`config.mk`:
```
export PLATFORM = sky130hd
export DESIGN_NAME = seg_scan_mux
export DESIGN_NICKNAME = d
export VERILOG_FILES = /design/src/rtl/seg_pkg.sv /design/src/rtl/seg_lz_mask.sv /design/src/rtl/seg_scan_mux.sv
export SDC_FILE = /design/constraint.sdc
export NUM_CORES = 1
export LEC_CHECK = 0
export CAP_MARGIN = 20
export CELL_PAD_IN_SITES_DETAIL_PLACEMENT = 1
export CELL_PAD_IN_SITES_GLOBAL_PLACEMENT = 1
export CORE_AREA = 2 2 90 92
export CTS_CLUSTER_SIZE = 8
export DETAILED_ROUTE_END_ITERATION = 12
export DIE_AREA = 0 0 92 94
export GPL_ROUTABILITY_DRIVEN = 0
export PLACE_DENSITY_LB_ADDON = 0.1
export SYNTH_ARGS = -nofsm -noshare
export SYNTH_HDL_FRONTEND = slang
export SYNTH_SLANG_ARGS = --single-unit
```
`constraint.sdc`:
```
create_clock -name clk -period 2.55 [get_ports clk]
set_input_delay 0.51 -clock clk [delete_from_list [all_inputs] [get_ports clk]]
set_output_delay 0.51 -clock clk [all_outputs]
set_load 0.005 [all_outputs]
```
`src/rtl/seg_pkg.sv`:
```
// Shared definitions for 7-segment display drivers: code widths, the blank
// code and the leading-zero blank mask helper.
package seg_pkg;

    localparam int BCD_W      = 4;
    localparam int MAX_DIGITS = 8;
    localparam logic [BCD_W-1:0] BLANK_CODE = 4'hF;

    // Bit i is set when digit i and every digit above it are zero, blanking is
    // enabled and digit i has no decimal point. Digit 0 is never blanked.
    function automatic logic [MAX_DIGITS-1:0] lz_mask(
        input logic [BCD_W*MAX_DIGITS-1:0] digits,
        input logic [MAX_DIGITS-1:0]       dps,
        input logic                        blank_lz,
        input int                          num_digits
    );
        logic [MAX_DIGITS-1:0] mask;
        logic                  zeros_above;
        mask        = '0;
        zeros_above = 1'b1;
        for (int i = MAX_DIGITS - 1; i > 0; i--) begin
            if (i < num_digits) begin
                zeros_above = zeros_above && (digits[i*BCD_W +: BCD_W] == '0);
                mask[i]     = blank_lz && zeros_above && !dps[i];
            end
        end
        return mask;
    endfunction

endpackage

```
`src/rtl/seg_lz_mask.sv`:
```
// Leading-zero blank mask over a BCD digit vector; purely combinational so any
// display driver can place it in front of its own output registers.
module seg_lz_mask
    import seg_pkg::*;
#(
    parameter int NUM_DIGITS = 4
) (
    input  logic [BCD_W*NUM_DIGITS-1:0] digits_i,
    input  logic [NUM_DIGITS-1:0]       dp_i,
    input  logic                        blank_lz_i,
    output logic [NUM_DIGITS-1:0]       mask_o
);

    always_comb begin
        mask_o = NUM_DIGITS'(lz_mask((BCD_W*MAX_DIGITS)'(digits_i),
                                     MAX_DIGITS'(dp_i), blank_lz_i, NUM_DIGITS));
    end

endmodule

```
`src/rtl/seg_scan_mux.sv`:
```
// Time-multiplexed scan driver for a common-anode 7-segment display with
// tear-free frame loading, leading-zero blanking and an anti-ghosting guard.
module seg_scan_mux
    import seg_pkg::*;
#(
    parameter int NUM_DIGITS = 4,
    parameter int PRESCALE   = 50000,
    parameter int GUARD      = 16
) (
    input  logic                        clk,
    input  logic                        rst,
    input  logic                        load,
    input  logic [BCD_W*NUM_DIGITS-1:0] digits_in,
    input  logic [NUM_DIGITS-1:0]       dp_in,
    input  logic                        blank_lz,
    output logic [BCD_W-1:0]            bcd,
    output logic [NUM_DIGITS-1:0]       digit_en_n,
    output logic                        dp,
    output logic                        load_ack,
    output logic                        frame_start
);

    localparam int CNT_W  = $clog2(PRESCALE);
    localparam int SLOT_W = $clog2(NUM_DIGITS);
    localparam logic [CNT_W-1:0]  CNT_LAST  = CNT_W'(PRESCALE - 1);
    localparam logic [CNT_W-1:0]  GUARD_END = CNT_W'(GUARD);
    localparam logic [SLOT_W-1:0] SLOT_LAST = SLOT_W'(NUM_DIGITS - 1);

    logic [CNT_W-1:0]            cnt_q, cnt_d;
    logic [SLOT_W-1:0]           slot_q, slot_d;
    logic                        run_q;
    logic [BCD_W*NUM_DIGITS-1:0] pend_data_q, pend_data_d, disp_data_q, disp_data_d;
    logic [NUM_DIGITS-1:0]       pend_dp_q, pend_dp_d, disp_dp_q, disp_dp_d;
    logic                        pend_valid_q, pend_valid_d;
    logic [BCD_W-1:0]            bcd_q, bcd_d;
    logic [NUM_DIGITS-1:0]       en_n_q, en_n_d;
    logic                        dp_q, dp_d, ack_q, ack_d, fs_q, fs_d;
    logic                        wrap_edge, commit, slot_on;
    logic [NUM_DIGITS-1:0]       blank_mask;

    seg_lz_mask #(.NUM_DIGITS(NUM_DIGITS)) u_lz_mask (
        .digits_i   (disp_data_q),
        .dp_i       (disp_dp_q),
        .blank_lz_i (blank_lz),
        .mask_o     (blank_mask)
    );

    // NOTE: every always_comb output gets a default first so no path can infer a latch.
    always_comb begin
        cnt_d        = cnt_q;
        slot_d       = slot_q;
        pend_data_d  = pend_data_q;
        pend_dp_d    = pend_dp_q;
        pend_valid_d = pend_valid_q;
        disp_data_d  = disp_data_q;
        disp_dp_d    = disp_dp_q;
        bcd_d        = BLANK_CODE;
        en_n_d       = '1;
        dp_d         = 1'b0;

        // The first edge after reset holds cnt/slot at 0 so that cycle opens a frame.
        wrap_edge = run_q && (cnt_q == CNT_LAST) && (slot_q == SLOT_LAST);
        if (!run_q) begin
            cnt_d  = '0;
            slot_d = '0;
        end else if (cnt_q == CNT_LAST) begin
            cnt_d  = '0;
            slot_d = (slot_q == SLOT_LAST) ? '0 : slot_q + 1'b1;
        end else begin
            cnt_d = cnt_q + 1'b1;
        end

        if (load) begin
            pend_data_d  = digits_in;
            pend_dp_d    = dp_in;
            pend_valid_d = 1'b1;
        end
        commit = wrap_edge && (pend_valid_q || load);
        if (commit) begin
            disp_data_d  = load ? digits_in : pend_data_q;
            disp_dp_d    = load ? dp_in : pend_dp_q;
            pend_valid_d = 1'b0;
        end

        // A commit always lands on cnt_d == 0 (guard), so the display registers
        // are current whenever a digit is actually lit.
        slot_on = (cnt_d >= GUARD_END) && !blank_mask[slot_d];
        if (slot_on) begin
            bcd_d          = disp_data_q[slot_d*BCD_W +: BCD_W];
            en_n_d[slot_d] = 1'b0;
            dp_d           = disp_dp_q[slot_d];
        end
        ack_d = commit;
        fs_d  = !run_q || wrap_edge;
    end

    // NOTE: state registers use non-blocking assignments so all flops update together.
    always_ff @(posedge clk) begin
        if (rst) begin
            cnt_q        <= '0;
            slot_q       <= '0;
            run_q        <= 1'b0;
            pend_data_q  <= '0;
            pend_dp_q    <= '0;
            pend_valid_q <= 1'b0;
            disp_data_q  <= '0;
            disp_dp_q    <= '0;
            bcd_q        <= BLANK_CODE;
            en_n_q       <= '1;
            dp_q         <= 1'b0;
            ack_q        <= 1'b0;
            fs_q         <= 1'b0;
        end else begin
            cnt_q        <= cnt_d;
            slot_q       <= slot_d;
            run_q        <= 1'b1;
            pend_data_q  <= pend_data_d;
            pend_dp_q    <= pend_dp_d;
            pend_valid_q <= pend_valid_d;
            disp_data_q  <= disp_data_d;
            disp_dp_q    <= disp_dp_d;
            bcd_q        <= bcd_d;
            en_n_q       <= en_n_d;
            dp_q         <= dp_d;
            ack_q        <= ack_d;
            fs_q         <= fs_d;
        end
    end

    assign bcd         = bcd_q;
    assign digit_en_n  = en_n_q;
    assign dp          = dp_q;
    assign load_ack    = ack_q;
    assign frame_start = fs_q;

endmodule

```
After elaboration in Yosys (flattened, before gate mapping)
Index checks and enable logic that the tools add are counted.
W data, S select, Z words.

word-level totals
  register bits = 71
  logic and storage cells = 62
  input port bits = 24
  output and inout bits = 11

cells by class
  shift-type cells = 1
  $lt $le $gt $ge = 3
  reductions and logical operators = 25
  $add $sub $neg = 2
  equal/unequal tests = 2
  multiplexer cells = 14
  bitwise operators = 2

operators with widths
  operator                 count
  $mux W16                 3
  $add A16 B1 Y16 const B  1
  $eq A16 B16 Y1 const B   1
  $ge A16 B5 Y1 const B    1
  $shiftx A16 B5 Y4        1
  $logic_and A1 B1 Y1      13
  $logic_not A4 Y1         3
  $mux W2                  3
  $logic_not A1 Y1         5
  $bmux W1 S2              2
  $mux W1                  4
  $mux W4                  1
  $not A4 Y4               1
  $reduce_or A2 Y1         2
  $lt A2 B3 Y1 const B     1
  $add A2 B1 Y2 const B    1
  $demux W1 S2             1
  $eq A2 B2 Y1 const B     1
  $ge A2 B1 Y1 const B     1
  $logic_or A1 B1 Y1       2
  $not A1 Y1               1

Depth between registers and ports, before layout
  word-level depth = 11
  depth in mapped cells = 9
  gate-level depth less buffers = 7

Modules after synthesis
A second synthesis with hierarchy kept.

unflattened totals
  cells, all modules = 317
  area, all modules = 3026.7 sq um

modules (own cells, without submodules)
  module        area each (sq um)  times used  cells each  sequential area each (sq um)
  seg_scan_mux  2955.3             1           307         1421.4
  seg_lz_mask   71.3               1           10          0.0

Least setup slack after synthesis
No wires, ideal clock.

  kind = register to register
  from = register cnt_q[0]
  to = register en_n_q[1], in the netlist digit_en_n[1]
  buffers on the path = 2
  cell stages (with the launch flop) = 10
  library setup time = 137 ps
  period minus slack after synthesis = 2077 ps
  arrival = 1939 ps
  data required time = 2413 ps
  setup slack = 473 ps
  cell sequence = dfxtp_1 > ha_1 > and3_1 > clkbuf_2 > and4_1 > buf_6 > mux2i_1 > o32ai_2 > a22oi_2 > nand3_1

on the way
  cells in the longest elaborated chain, start to end = 9
  elaborated cells on any way between the ends = 19
  classes of those cells = 1 x add/sub; 3 x order compare; 1 x eq/ne; 8 x mux; 2 x bitwise; 4 x reduce/logical

RTL lines
  what                                                     line                 source
  start, declared                                          seg_scan_mux.sv:29   logic [CNT_W-1:0] cnt_q, cnt_d;
  start signal, assigned                                   seg_scan_mux.sv:114  cnt_q <= cnt_d;
  branches (longest 9 deep; another with $add A16 B1 Y16)  --
  end signal, assigned                                     seg_scan_mux.sv:123  en_n_q <= en_n_d;
  end, declared                                            seg_scan_mux.sv:36   logic [NUM_DIGITS-1:0] en_n_q, en_n_d;

Parallel ways; which one is timed is not known. The select of a mux whose other input is x is not followed.
A chain may end at the register's enable or synchronous reset.

Worst setup path after layout
  from = register cnt_q[0]
  to = register bcd_q[2], in the netlist bcd[2]

on the way
  cells in the longest elaborated chain, start to end = 9
  elaborated cells on any way between the ends = 14
  classes of those cells = 1 x add/sub; 1 x order compare; 1 x eq/ne; 1 x shift; 6 x mux; 1 x bitwise; 3 x reduce/logical

RTL lines
  what                                                     line                 source
  branches (longest 9 deep; another with $add A16 B1 Y16)  --
  end signal, assigned                                     seg_scan_mux.sv:108  bcd_q <= BLANK_CODE;
  end signal, assigned                                     seg_scan_mux.sv:122  bcd_q <= bcd_d;
  end, declared                                            seg_scan_mux.sv:35   logic [BCD_W-1:0] bcd_q, bcd_d;

Parallel ways; which one is timed is not known. The select of a mux whose other input is x is not followed.

==> summary.txt <==
Critical path
  • Endpoint type of the worst setup path: register
  • Critical path class: register to register
  • CP arrival: 2.56 ns
  • Crit-path max cell delay: 0.42 ns
  • CP required: 2.76 ns
  • Crit-path cells: ha_1 -> and3_1 -> and4_2 -> mux2i_1 -> nor2b_1 -> a221oi_1 -> nand3_1
  • Crit-path slowest cell: dfxtp_1
  • CP Max Fanout: 9
  • Startpoint types: register

Yosys
  • Async SR Flop Fraction: 0%
  • Mapped Area: 3169 um2
  • EDFF count, synth: 0
  • Synth area leaders: dfxtp_1, nor2_1, mux2i_1, a21oi_1, nand2_1
  • Largest family of logic cells by synthesized area: simple AND/OR/NAND/NOR gates
  • Area leader, netlist: dfxtp_1
  • Syn_area_per_cell: 8.853 um2
  • Post-synth top cells: nor2_1, dfxtp_1, nand2_1
  • Post-synth top area share: about 45%
  • Synth Area in Compound Gates: 10.34%
  • Adder-cell share of the synthesized area: 0.7896%
  • Syn nets: 384
  • Proportion of synthesized area in mux cells: 7.896%
  • Syn Inst Count: 358
  • Post-synth top flop: dfxtp_1
  • YS warnings: 0
  • Seq/Total Area, Yosys: 44.85%
  • Synth Area in XOR/XNOR: between 4 and 5%
  • Synth cell types: 51
  • FF+latch count, synth: 71
  • Post-synthesis simple-gate area fraction: approximately a quarter
  • Most instantiated library cell after synthesis: nor2_1

Routing
  • DR vias/cell: 5.217
  • DR WL/cell: 15.26 um
  • 1st-iter DRT viols: between 100 and 150
  • Drt pass-1 iters: 4
  • Final wirelength: 7523 um
  • DR vias: 2,572
  • DRC viols: 0
  • Final ANT Viol Nets: 0

STA
  • Worst slew pin tran: 0.5547 ns
  • Setup ws final: 0.2014 ns
  • Setup TNS: 0 ns
  • Final hold vios: 0
  • Slew headroom: a little over three fifths
  • Max-slew violations: 0
  • Final Cycle Share: 92.10%
  • Skew final: ~0.011 ns
  • FMAX: 0.4258 GHz
  • Fin crit period: 2.349 ns
  • Setup violators final: 0
  • RSZ-0062 raised after global routing: no

Global route
  • Largest net degree at the start of global routing: 43
  • Vias in the first global route: 2,508
  • First-pass GRT wire length: 12,700 um
  • Tot GR Track Use: 18.56%
  • Grt ovf: 0
  • Antenna violations before repair: 0

Finish
  • Fraction of layout instances using a drive strength above 1: 11.00%
  • NumNets Final: approximately 400
  • Final core utilization: 50.71%
  • N_diodes: 0
  • Area Overhead vs Synth: 21.71%

Run status
  • Status: completed

Clock network
  • Root Buffer: clkbuf_8
  • TritonCTS clock tree: built
  • Largest buffer count on any clock path: 2
  • Skew-Pair Late Insertion Delay: 0.35 ns
  • CTS Buf Count: 9
  • CTS clk-pin slew, worst paths: ~0.080 ns
  • Sink Count: 71
  • CTS Hold Bufs: 0
  • Post-CTS Setup Repair Bufs: 0
  • Total number of H-tree levels: 3

Power and ir drop
  • Peak VDD IR: approximately 360 uV
  • Overall Power: 2.475 mW
  • Static leakage: 1.433 nW
  • Pwr Density: 641.5 nW/um2

Die
  • Num rows: 32
  • Die area: 8648 um2
  • Core box area: 7607 um2
  • Initial core utilization: 41.66%
  • Die Width: 92 um
  • I/O Pins: 35
  • Die span in y: 94 um

Worst hold path
  • Worst hold path type: register to register

Place
  • DP Worst Slack: about 0.16 ns
  • HPWL Detailed: 5412 um
  • IO Port Bufs: 34

Run
  • Max-Cap Viols: 0
## worst max-delay path: cells and delay by family, from the launching register on
family / cells / cell delay [ns]
compound gates: 1 / 0.34
mux: 1 / 0.34
fa+ha+maj: 1 / 0.26
flops: 1 / 0.42
simple gates: 4 / 0.86
## report_power, final
part | switching (mW) | leakage [nW] | internal (mW) | total, mW
Combinational | 0.0527 | 0.718 | 0.0589 | 0.112
Sequential | 0.0101 | 0.577 | 1.13 | 1.14
Clock | 0.440 | 0.137 | 0.783 | 1.22
## cells in the final DEF (no fill, tap or decap), types with 2 or more instances in the layout
cell type and instances:
nand4_1 4, clkbuf_8 10, mux2_4 2, nor4b_1 2, a221oi_1 4, nor3_1 5
dfxtp_1 71, a22oi_1 2, o22ai_1 4, inv_6 2, nand2_1 25, o21ai_0 3
inv_1 4, bufinv_16 4, or3_1 3, xor2_1 6, or4_1 2, mux2i_1 22
ha_1 2, nand2b_1 2, nand3_1 13, and4bb_1 2, nor2b_1 6, buf_4 9
a21oi_1 23, xnor2_1 10, nor4_1 7, clkdlybuf4s50_1 34, nand3_2 3, nor2_1 83
## layer usage
metal | up-vias | wire length, um | track usage, %
met4 | 0 | 96 | 6.965
met5 | - | 0 | 0
li1 | 1288 | - | -
met3 | 8 | 279 | 3.130
met1 | 1228 | 3881 | 26.44
met2 | 48 | 3266 | 28.19
## layout make-up
cell class              count  area (um2)
fillers                   866        3750
multi-input cells         256        1590
well taps                 102       127.6
clock buffers              10       137.6
repair buffers             44       427.9
flip-flops and latches     71        1421
inverters                   4       15.01
clock inverters             6       137.6
## repair_timing
| item | CTS | global route |
|---|---|---|
| setup endpoints to repair | 0 | 5 |
| endpoints found under the hold margin | 0 | 0 |
| gates resized for setup | 0 | 2 |
## path summary, 6_finish.rpt
| check | startpoint | end | slack, ns | cells after the start |
|---|---|---|---|---|
| setup / recovery | cnt_q[0] | bcd[2] | 0.20 | 7 |
| hold reg to reg | pend_data_q[6] | pend_data_q[6] | 0.49 | 2 |
| hold / removal | pend_data_q[6] | pend_data_q[6] | 0.49 | 2 |
| setup reg to reg | cnt_q[0] | bcd[2] | 0.20 | 7 |
## flip-flops by register name, summed over array words and instances, names as in the netlist, 2 cells and up
register,flops
cnt_q,16
disp_data_q,16
pend_data_q,16
bcd,4
digit_en_n,4
disp_dp_q,4
pend_dp_q,4
slot_q,2
## metrics by stage
step | cells | hold slack, ns | cell area (um2)
floorplan | 358 | 0.4511 | 3169
global placement | 477 | 0.4686 | 3575
detailed placement | 477 | 0.4817 | 3575
CTS | 493 | 0.5016 | 3850
global route | 493 | 0.5254 | 3857
finish | 493 | 0.4915 | 3857
## logic make-up after synthesis
group	Yosys count
fa+ha+maj	2
buf+inv	31
compound gates	46
mux	24
simple gates	168
flops	71
xor+xnor	16
No activity file was read; power rests on OpenSTA's default activity.
